### src/rtl/uart_tx_scheduler_pkg.sv
// uart_tx_scheduler_pkg: shared UART transmit state encodings and byte width.
// Provides tx_state_t (bit-level transmitter) and tx_sched_state_t (byte scheduler).
package uart_tx_scheduler_pkg;
    localparam int BYTE_W = 8;
    typedef enum logic [1:0] {TX_IDLE, TX_START, TX_DATA, TX_STOP} tx_state_t;
    typedef enum logic [2:0] {IDLE, ISSUE, WAIT_ACK, WAIT_DONE, GAP} tx_sched_state_t;
endpackage

### src/rtl/uart_tx_scheduler_if.sv
// uart_tx_scheduler_if: requester-side byte handshake plus transmitter start/busy link.
// Signals: req_valid/req_data/req_last in, req_ready/grant out, tx_start/tx_data out,
// tx_busy in, sched_busy/err_timeout status out (directions seen from the scheduler).
// slave = scheduler, master = requesters + transmitter environment.
interface uart_tx_scheduler_if #(parameter int NUM_REQ = 4);
    import uart_tx_scheduler_pkg::*;
    logic [NUM_REQ-1:0]        req_valid;
    logic [BYTE_W*NUM_REQ-1:0] req_data;
    logic [NUM_REQ-1:0]        req_last;
    logic [NUM_REQ-1:0]        req_ready;
    logic [NUM_REQ-1:0]        grant;
    logic                      tx_start;
    logic [BYTE_W-1:0]         tx_data;
    logic                      tx_busy;
    logic                      sched_busy;
    logic                      err_timeout;
    modport slave (
        input  req_valid, req_data, req_last, tx_busy,
        output req_ready, grant, tx_start, tx_data, sched_busy, err_timeout
    );
    modport master (
        output req_valid, req_data, req_last, tx_busy,
        input  req_ready, grant, tx_start, tx_data, sched_busy, err_timeout
    );
endinterface

### src/rtl/uart_tx_scheduler_rr_arbiter.sv
// rr_arbiter: combinational round-robin pick of one request at or after a pointer.
// Ports: req_i request vector, mask_en_i/mask_owner_i restrict to one owner,
// ptr_i priority start index, winner_o one-hot winner (zero when nothing eligible).
module rr_arbiter #(
    parameter int N = 4
) (
    input  logic [N-1:0]         req_i,
    input  logic                 mask_en_i,
    input  logic [$clog2(N)-1:0] mask_owner_i,
    input  logic [$clog2(N)-1:0] ptr_i,
    output logic [N-1:0]         winner_o
);
    logic [N-1:0] cand;
    logic [N-1:0] hi;
    logic [N-1:0] pick;
    assign cand = mask_en_i ? (req_i & (N'(1) << mask_owner_i)) : req_i;
    // Candidates at or above the pointer take priority; otherwise wrap to the bottom.
    assign hi = cand & ~((N'(1) << ptr_i) - N'(1));
    assign pick = (|hi) ? hi : cand;
    // Isolate the lowest set bit.
    assign winner_o = pick & (~pick + N'(1));
endmodule

### src/rtl/uart_tx_scheduler.sv
// uart_tx_scheduler: round-robin sharing of one UART transmitter among NUM_REQ byte requesters.
// Ports: clk, rst (async, active low), bus (uart_tx_scheduler_if.slave) carrying the
// requester handshake, transmitter start/data/busy, sched_busy and sticky err_timeout.
module uart_tx_scheduler #(
    parameter int NUM_REQ     = 4,
    parameter int GAP_CYCLES  = 16,
    parameter int ACK_TIMEOUT = 1024
) (
    input  logic                 clk,
    input  logic                 rst,
    uart_tx_scheduler_if.slave   bus
);
    import uart_tx_scheduler_pkg::*;
    localparam int PW = $clog2(NUM_REQ);
    localparam int AW = $clog2(ACK_TIMEOUT) + 1;
    localparam int GW = $clog2(GAP_CYCLES) + 1;
    tx_sched_state_t    state_q, state_d;
    logic [PW-1:0]      ptr_q, ptr_d, owner_q, owner_d, owner_nxt, win_idx;
    logic               lock_q, lock_d, last_q, last_d, err_q, err_d;
    logic [NUM_REQ-1:0] grant_q, grant_d, win;
    logic [7:0]         data_q, data_d, win_byte;
    logic [AW-1:0]      ack_q, ack_d;
    logic [GW-1:0]      gap_q, gap_d;
    logic               win_last, msg_end;
    rr_arbiter #(.N(NUM_REQ)) u_arb (
        .req_i        (bus.req_valid),
        .mask_en_i    (lock_q),
        .mask_owner_i (owner_q),
        .ptr_i        (ptr_q),
        .winner_o     (win)
    );
    always_comb begin
        win_idx  = '0;
        win_byte = '0;
        win_last = 1'b0;
        for (int i = 0; i < NUM_REQ; i++) begin
            if (win[i]) begin
                win_idx  = PW'(i);
                win_byte = bus.req_data[8*i +: 8];
                win_last = bus.req_last[i];
            end
        end
    end
    assign owner_nxt = (owner_q == PW'(NUM_REQ - 1)) ? '0 : owner_q + 1'b1;
    always_comb begin
        state_d = state_q;
        ptr_d   = ptr_q;
        owner_d = owner_q;
        lock_d  = lock_q;
        last_d  = last_q;
        err_d   = err_q;
        grant_d = grant_q;
        data_d  = data_q;
        ack_d   = ack_q;
        gap_d   = gap_q;
        msg_end = 1'b0;
        case (state_q)
            IDLE: if (|win) begin
                state_d = ISSUE;
                data_d  = win_byte;
                last_d  = win_last;
                grant_d = win;
                owner_d = win_idx;
            end
            ISSUE: begin
                state_d = WAIT_ACK;
                ack_d   = '0;
            end
            WAIT_ACK: if (bus.tx_busy) begin
                state_d = WAIT_DONE;
            end else begin
                ack_d = ack_q + 1'b1;
                // Abandon the byte and any message in progress.
                if (ack_d >= AW'(ACK_TIMEOUT - 1)) begin
                    state_d = IDLE;
                    err_d   = 1'b1;
                    lock_d  = 1'b0;
                    grant_d = '0;
                    ptr_d   = owner_nxt;
                end
            end
            WAIT_DONE: if (!bus.tx_busy) begin
                if (GAP_CYCLES == 0) begin
                    msg_end = 1'b1;
                end else begin
                    state_d = GAP;
                    gap_d   = '0;
                end
            end
            GAP: if (gap_q == GW'(GAP_CYCLES - 1)) msg_end = 1'b1;
                 else gap_d = gap_q + 1'b1;
            default: state_d = IDLE;
        endcase
        // Non-final bytes keep the grant and lock the arbiter to the same owner.
        if (msg_end) begin
            state_d = IDLE;
            lock_d  = !last_q;
            ptr_d   = last_q ? owner_nxt : ptr_q;
            grant_d = last_q ? '0 : grant_q;
        end
    end
    always_ff @(posedge clk or negedge rst) begin
        if (!rst) begin
            state_q <= IDLE;
            ptr_q   <= '0;
            owner_q <= '0;
            lock_q  <= 1'b0;
            last_q  <= 1'b0;
            err_q   <= 1'b0;
            grant_q <= '0;
            data_q  <= '0;
            ack_q   <= '0;
            gap_q   <= '0;
        end else begin
            state_q <= state_d;
            ptr_q   <= ptr_d;
            owner_q <= owner_d;
            lock_q  <= lock_d;
            last_q  <= last_d;
            err_q   <= err_d;
            grant_q <= grant_d;
            data_q  <= data_d;
            ack_q   <= ack_d;
            gap_q   <= gap_d;
        end
    end
    assign bus.req_ready   = (state_q == IDLE) ? win : '0;
    assign bus.grant       = grant_q;
    assign bus.tx_start    = (state_q == ISSUE);
    assign bus.tx_data     = data_q;
    assign bus.sched_busy  = (state_q != IDLE) || lock_q;
    assign bus.err_timeout = err_q;
endmodule

### src/flat_wrapper.sv
// flat-port wrapper written by rule: the top's interface ports become plain ports
module uart_tx_scheduler_flat import uart_tx_scheduler_pkg::*;
#(
    parameter int NUM_REQ     = 4,
    parameter int GAP_CYCLES  = 16,
    parameter int ACK_TIMEOUT = 1024
)
  (clk, rst, bus_req_valid, bus_req_data, bus_req_last, bus_tx_busy, bus_req_ready, bus_grant, bus_tx_start, bus_tx_data, bus_sched_busy, bus_err_timeout);
  uart_tx_scheduler_if #(.NUM_REQ(NUM_REQ)) bus_i ();
  input  logic clk;
  input  logic rst;
  input wire logic [$bits(bus_i.req_valid)-1:0] bus_req_valid;
  input wire logic [$bits(bus_i.req_data)-1:0] bus_req_data;
  input wire logic [$bits(bus_i.req_last)-1:0] bus_req_last;
  input wire logic [$bits(bus_i.tx_busy)-1:0] bus_tx_busy;
  output wire logic [$bits(bus_i.req_ready)-1:0] bus_req_ready;
  output wire logic [$bits(bus_i.grant)-1:0] bus_grant;
  output wire logic [$bits(bus_i.tx_start)-1:0] bus_tx_start;
  output wire logic [$bits(bus_i.tx_data)-1:0] bus_tx_data;
  output wire logic [$bits(bus_i.sched_busy)-1:0] bus_sched_busy;
  output wire logic [$bits(bus_i.err_timeout)-1:0] bus_err_timeout;
  assign bus_i.req_valid = bus_req_valid;
  assign bus_i.req_data = bus_req_data;
  assign bus_i.req_last = bus_req_last;
  assign bus_i.tx_busy = bus_tx_busy;
  assign bus_req_ready = bus_i.req_ready;
  assign bus_grant = bus_i.grant;
  assign bus_tx_start = bus_i.tx_start;
  assign bus_tx_data = bus_i.tx_data;
  assign bus_sched_busy = bus_i.sched_busy;
  assign bus_err_timeout = bus_i.err_timeout;
  uart_tx_scheduler #(.NUM_REQ(NUM_REQ), .GAP_CYCLES(GAP_CYCLES), .ACK_TIMEOUT(ACK_TIMEOUT)) u_core (.clk(clk), .rst(rst), .bus(bus_i));
endmodule
### config.mk
export PLATFORM = sky130hd
export DESIGN_NAME = uart_tx_scheduler_flat
export DESIGN_NICKNAME = d
export VERILOG_FILES = /design/src/rtl/uart_tx_scheduler_pkg.sv /design/src/rtl/uart_tx_scheduler_if.sv /design/src/rtl/uart_tx_scheduler_rr_arbiter.sv /design/src/rtl/uart_tx_scheduler.sv /design/src/flat_wrapper.sv
export SDC_FILE = /design/constraint.sdc
export NUM_CORES = 1
export LEC_CHECK = 0
export CORE_ASPECT_RATIO = 1.5
export CORE_MARGIN = 10
export CORE_UTILIZATION = 39
export DETAILED_ROUTE_END_ITERATION = 8
export GPL_TIMING_DRIVEN = 0
export PLACE_DENSITY = 0.67
export SYNTH_ARGS = -nofsm -noshare
export SYNTH_HDL_FRONTEND = slang
export SYNTH_SLANG_ARGS = --single-unit
### constraint.sdc
create_clock -name clk -period 2.3 [get_ports clk]
set_input_delay 0.23 -clock clk [delete_from_list [all_inputs] [get_ports clk]]
set_output_delay 0.23 -clock clk [all_outputs]
set_load 0.02 [all_outputs]
* Yosys cells after proc, flatten, opt, wreduce, memory -nomap -nowiden
Index checks and enable logic that the tools add are counted.
** Cells by class
- Add/sub/neg operators :: 5
- $lt $le $gt $ge :: 1
- Equality and inequality tests :: 17
- Shift-type cells :: 2
- Multiplexer cells :: 43
- Bitwise operators :: 6
- Reductions and logical operators :: 19
** Operators by type and width (count)
- 2-to-1 mux 4 bit :: 8
- 2-to-1 mux 8 bit :: 4
- one-hot mux 11 bit (2 select lines) :: 1
- 2-to-1 mux 2 bit :: 8
- 2-to-1 mux 3 bit :: 5
- one-hot mux 3 bit (5 select lines) :: 1
- AND 4 bit :: 3
- adder 11 x 1 -> 11 bit, second input constant :: 1
- greater-or-equal comparator 11 x 10 -> 1 bit, second input constant :: 1
- 2-to-1 mux 1 bit :: 11
- 2-to-1 mux 11 bit :: 1
- 2-to-1 mux 5 bit :: 2
- one-hot mux 5 bit (2 select lines) :: 1
- AND reduction 3 bit :: 3
- inverter 4 bit :: 2
- one-hot mux 4 bit (2 select lines) :: 1
- AND reduction 4 bit :: 2
- nonzero test 2 bit :: 4
- OR reduction 4 bit :: 2
- << shifter 1 x 2 -> 4 bit, first input constant :: 2
- == test 3 x 2 -> 1 bit, second input constant :: 2
- != test 2 x 1 -> 1 bit, second input constant :: 3
- != test 2 bit, second input constant :: 3
- != test 3 x 1 -> 1 bit, second input constant :: 2
- other kinds (17) :: 20
** Word-level totals
- Register bits after elaboration :: 38
- Input port bits :: 43

* Longest topological paths before layout
- Depth in word-level cells :: 13
- Depth in mapped cells :: 8

* Modules after synthesis
Synthesis repeated with hierarchy kept, for this count alone.
** Second synthesis, totals
- Cells, all modules :: 262
- Area, all modules :: 2314.7 um^2
** Modules (own cells, without submodules)
- uart_tx_scheduler :: instances 1, cells each 237, area an instance 2124.5 um^2
- rr_arbiter :: instances 1, cells each 25, area an instance 190.2 um^2

* Worst setup path after synthesis
OpenSTA, ideal clock, no wires.
- Kind :: flip-flop to output port
- Start :: register u_core.owner_q[0]
- End :: output port bus_req_ready[2]
- Arrival time :: 1941 ps
- Data required time :: 2070 ps
- Setup slack :: 129 ps
- Cell stages (with the launch flop) :: 8
- Path through :: dfrtp_1 inv_1 ha_1 a22oi_1 nand2_1 a21boi_1 o21ai_0 nor2_1
** On the way
- Cells in the longest elaborated chain, start to end :: 10
** Ends and longest elaborated chain
- start, declared :: line uart_tx_scheduler.sv:18 : logic [PW-1:0] ptr_q, ptr_d, owner_q, owner_d, owner_nxt, win_idx;
- start signal, assigned :: line uart_tx_scheduler.sv:117 : owner_q <= owner_d;
- << shifter 1 x 2 -> 4 bit * :: line uart_tx_scheduler_rr_arbiter.sv:16 : assign cand = mask_en_i ? (req_i & (N'(1) << mask_owner_i)) : req_i;
- AND 4 bit * :: line uart_tx_scheduler_rr_arbiter.sv:16
- 2-to-1 mux 4 bit * :: line uart_tx_scheduler_rr_arbiter.sv:16
- AND 4 bit :: line uart_tx_scheduler_rr_arbiter.sv:18 : assign hi = cand & ~((N'(1) << ptr_i) - N'(1));
- OR reduction 4 bit :: line uart_tx_scheduler_rr_arbiter.sv:19 : assign pick = (|hi) ? hi : cand;
- 2-to-1 mux 4 bit * :: line uart_tx_scheduler_rr_arbiter.sv:19
- inverter 4 bit :: line uart_tx_scheduler_rr_arbiter.sv:21 : assign winner_o = pick & (~pick + N'(1));
- adder 4 x 1 -> 4 bit :: line uart_tx_scheduler_rr_arbiter.sv:21
- AND 4 bit * :: line uart_tx_scheduler_rr_arbiter.sv:21
- 2-to-1 mux 4 bit * :: line uart_tx_scheduler.sv:127 : assign bus.req_ready = (state_q == IDLE) ? win : '0;
- end, declared :: line flat_wrapper.sv:16 : output wire logic [$bits(bus_i.req_ready)-1:0] bus_req_ready;
Mark *: on every way between the ends. The rest lies on a longest branch, timed or not.

* Worst setup path in the final report
- Start :: register u_core.owner_q[0]
- End :: register u_core.data_q[5] (netlist: u_core.bus.tx_data[5])
** On the way
- Cells in the longest elaborated chain, start to end :: 13
- Elaborated cells on any way between the ends :: 15
- Classes of those cells :: 1 x add/sub; 1 x shift; 6 x mux; 4 x bitwise; 3 x reduce/logical
** Ends and longest elaborated chain
- << shifter 1 x 2 -> 4 bit * :: line uart_tx_scheduler_rr_arbiter.sv:16
- AND 4 bit * :: line uart_tx_scheduler_rr_arbiter.sv:16
- 2-to-1 mux 4 bit * :: line uart_tx_scheduler_rr_arbiter.sv:16
- AND 4 bit :: line uart_tx_scheduler_rr_arbiter.sv:18
- OR reduction 4 bit :: line uart_tx_scheduler_rr_arbiter.sv:19
- 2-to-1 mux 4 bit * :: line uart_tx_scheduler_rr_arbiter.sv:19
- inverter 4 bit :: line uart_tx_scheduler_rr_arbiter.sv:21
- adder 4 x 1 -> 4 bit :: line uart_tx_scheduler_rr_arbiter.sv:21
- AND 4 bit * :: line uart_tx_scheduler_rr_arbiter.sv:21
- 2-to-1 mux 8 bit (4 in a row) :: line uart_tx_scheduler.sv:37 : if (win[i]) begin
- end signal, assigned :: line uart_tx_scheduler.sv:122 : data_q <= data_d;
- end, declared :: line uart_tx_scheduler.sv:21 : logic [7:0] data_q, data_d, win_byte;
Marked as above.
A chain may end at the register's enable or synchronous reset.

==> impl_metrics.yaml <==
layout:
  fin_nets: 418
  diodes: 0
  drive_gt1_frac: 0.250
  area_growth_pct: 46.7
  stdcell_area_sq_mm: 0.00363
  final_cells: 442
grt:
  grt_pass1_wl_um: 12900
  grt.total_usage: 0.155
  gr-total-overflow: 0
  grt_pass1_vias: 2723
  antenna_found_initial: 0
  grt_max_degree: 39
logic_synthesis:
  syn_area_sq_mm: 0.00248
  synth_xor_area_frac: 0.0212
  synth_compound_area_frac: 0.324
  avgSynthCellArea_sq_um: 8.72
  synthAdderAreaFrac: 0.0404
  synth_cells: 284
  synth_largest_area_cell: "dfrtp_1"
  yosys-top-cells-count: "38 x dfrtp_1, 22 x o21ai_0, 20 x nand2_1, 19 x o211ai_1, 18 x nor2_1"
  synth-seq-area-share: 0.384
  ys.flop_type: "dfrtp_1"
  synth_nets: 335
  synth.distinct_cells: 50
  yosys_warnings: 0
  synth_most_common_cell: "dfrtp_1"
  ys_seq_elements: 38
  synth_simple_gate_area_frac: 0.183
  muxShareOfSynthArea: 0
  synth_top_family_by_area: "compound AO/OA/AOI/OAI gates"
  synth_edf_count: 0
  synth.top_cell.area_share: 0.384
  async_flop_share: 1.00
  synth_area_leaders: "dfrtp_1 38%, o211ai_1 5.8%, o21ai_0 4.4%"
sta:
  finalCritPeriodShare: 0.985
  skew_ns: 0.00965
  fmax_mhz: 441
  setup_violations: 0
  rsz0062_at_grt: "true"
  finalMaxSlewViolations: 0
  hold_viol: 0
  totalNegativeSetupSlack_ns: 0
  relSlewSlack: 0.412
  min_period_ns: 2.27
  worstMarginPinSlew_ns: 0.883
  setup_ws_ns: 0.0349
  holdWs_ns: 0.0478
drt:
  drt_iter0_markers: 122
  final_antenna_net_count: 0
  avgRoutedWirePerCell_um: 18.5
  viasPerCell: 5.80
  num_vias: 2564
  first_pass_iters: 4
  route.detailed.drc: 0
  routed_wl_um: 8160
power:
  p_leak_nw: 1.42
  powerDensity_mw_per_mm2: 1210
  vdd_ir_drop_max_mv: 0.604
cts:
  htree_num_levels: 2
  worstSkewPairLatency_ns: 0.30
  cts-root-buf: "clkbuf_8"
  cts_sinks: 38
  cts_tree: "built"
  numCtsBuffers: 5
  cts-hold-fix-buffers: 0
  clock_path_buffers: 2
  cts.clk_slew.worst_paths_ns: 0.09
critical_path:
  path_class: "flop to flop"
  r2r_cells: 10
  end_kind: "flop"
  cp.arrival_ns: 2.43
  worstPathRequired_ns: 2.46
  startpoint_type: "flop"
  path_max_fanout: 7
placement:
  dp_slack_ns: -0.868
  gp_congestion: 0.883
  dp_hpwl_um: 5770
  place_area_sq_mm: 0.00318
  io_buffers: 61
  dp_cells: 419
die:
  row_count: 35
  core_sq_mm: 0.00617
  die_x_um: 85.1
  fp.dieH_um: 118
  dieArea_sq_mm: 0.0100
  io_pins: 62
  start_util: 0.401
hold_path:
  worstHoldPathType: "input port to async pin"
status:
  outcome: "complete, no violations"
job:
  drv_cap: 0
[final cells by class]
type / instances / area (sq um)
Clock inverter: 2 / 12.5
Buffer: 9 / 37.5
Fill cell: 538 / 2540
Timing Repair Buffer: 81 / 748
Tap cell: 74 / 92.6
Multi-Input combinational cell: 215 / 1640
Clock buffer: 6 / 82.6
Sequential cell: 38 / 957
Inverter: 17 / 63.8
[cell usage in the layout (no fill, tap or decap), drive strengths merged, types with 4 or more instances in the layout]
cell	count
inv	17
o41ai	10
nand3	11
xor2	4
dfrtp	38
o211ai	19
or3	5
ha	8
nor3	5
a221oi	10
a21oi	5
and2	4
or2	9
o21ai	22
nand2	20
a22oi	4
nor2	18
o22ai	5
buf	27
clkbuf	13
clkdlybuf4s50	55
nand4	4
nand2b	5
a31oi	12
[registers in the layout (all words and copies together), names as in the netlist]
signal                  count
u_core.ack_q               11
u_core.bus.tx_data          8
u_core.gap_q                5
u_core.bus.grant            4
u_core.state_q              3
u_core.owner_q              2
u_core.ptr_q                2
u_core.bus.err_timeout      1
u_core.last_q               1
u_core.lock_q               1
[metrics by stage]
step                utilization  total power, mW
floorplan                     -             2.53
global placement          0.515             3.30
detailed placement        0.514             3.32
CTS                       0.555             4.10
global route              0.589             4.71
finish                    0.589             4.40
[where the power goes]
part           switching [mW]  total, mW  internal [mW]
registers               0.215       1.12          0.906
logic                    1.58       2.78           1.20
clock network           0.258      0.500          0.241
total                    2.05       4.40           2.35
[per-layer routing]
layer | part of all wire | GRT usage | vias to the layer above
met3 | 0.067 | 0.0575 | 15
met5 | 0 | 0 | -
li1 | - | - | 1255
met4 | 0.030 | 0.0733 | 0
met2 | 0.52 | 0.282 | 76
met1 | 0.38 | 0.145 | 1218
[repair_timing]
item                                    4_1_cts  5_1_grt
resized for setup                            43       39
pin swaps                                     7       11
endpoints found under the setup margin       14       20
buffers inserted                             12        8
[kinds of logic after synthesis]
kind of cell	after synthesis
buffers and inverters	31
AND/OR/NAND/NOR	89
adder cells (fa/ha/maj)	8
flip-flops	38
AO/OA/AOI/OAI	112
XOR/XNOR	6
[worst paths after layout]
path	start	endpoint	slack, ns
worst max register to register	u_core.owner_q[0]$_DFFE_PN0P_	u_core.bus.tx_data[5]$_DFFE_PN0P_	0.03
worst max-delay path	u_core.owner_q[0]$_DFFE_PN0P_	u_core.bus.tx_data[5]$_DFFE_PN0P_	0.03
worst min-delay path	rst	u_core.ack_q[6]$_DFFE_PN0P_	0.05
max in group asynchronous	rst	u_core.ack_q[0]$_DFFE_PN0P_	1.63
min in group clk	u_core.bus.err_timeout$_DFFE_PN0P_	u_core.bus.err_timeout$_DFFE_PN0P_	0.48
worst min register to register	u_core.bus.err_timeout$_DFFE_PN0P_	u_core.bus.err_timeout$_DFFE_PN0P_	0.48
[critical path, stage by stage, from the launching register on]
cell and delay (ns):
dfrtp_2 0.45, inv_2 0.11, ha_2 0.24, a32oi_2 0.12, o21ai_2 0.11, a221oi_4 0.10
buf_4 0.16, buf_4 0.13, buf_4 0.15, a221oi_1 0.39, a31oi_1 0.15
(Power assumes the default switching activity.)
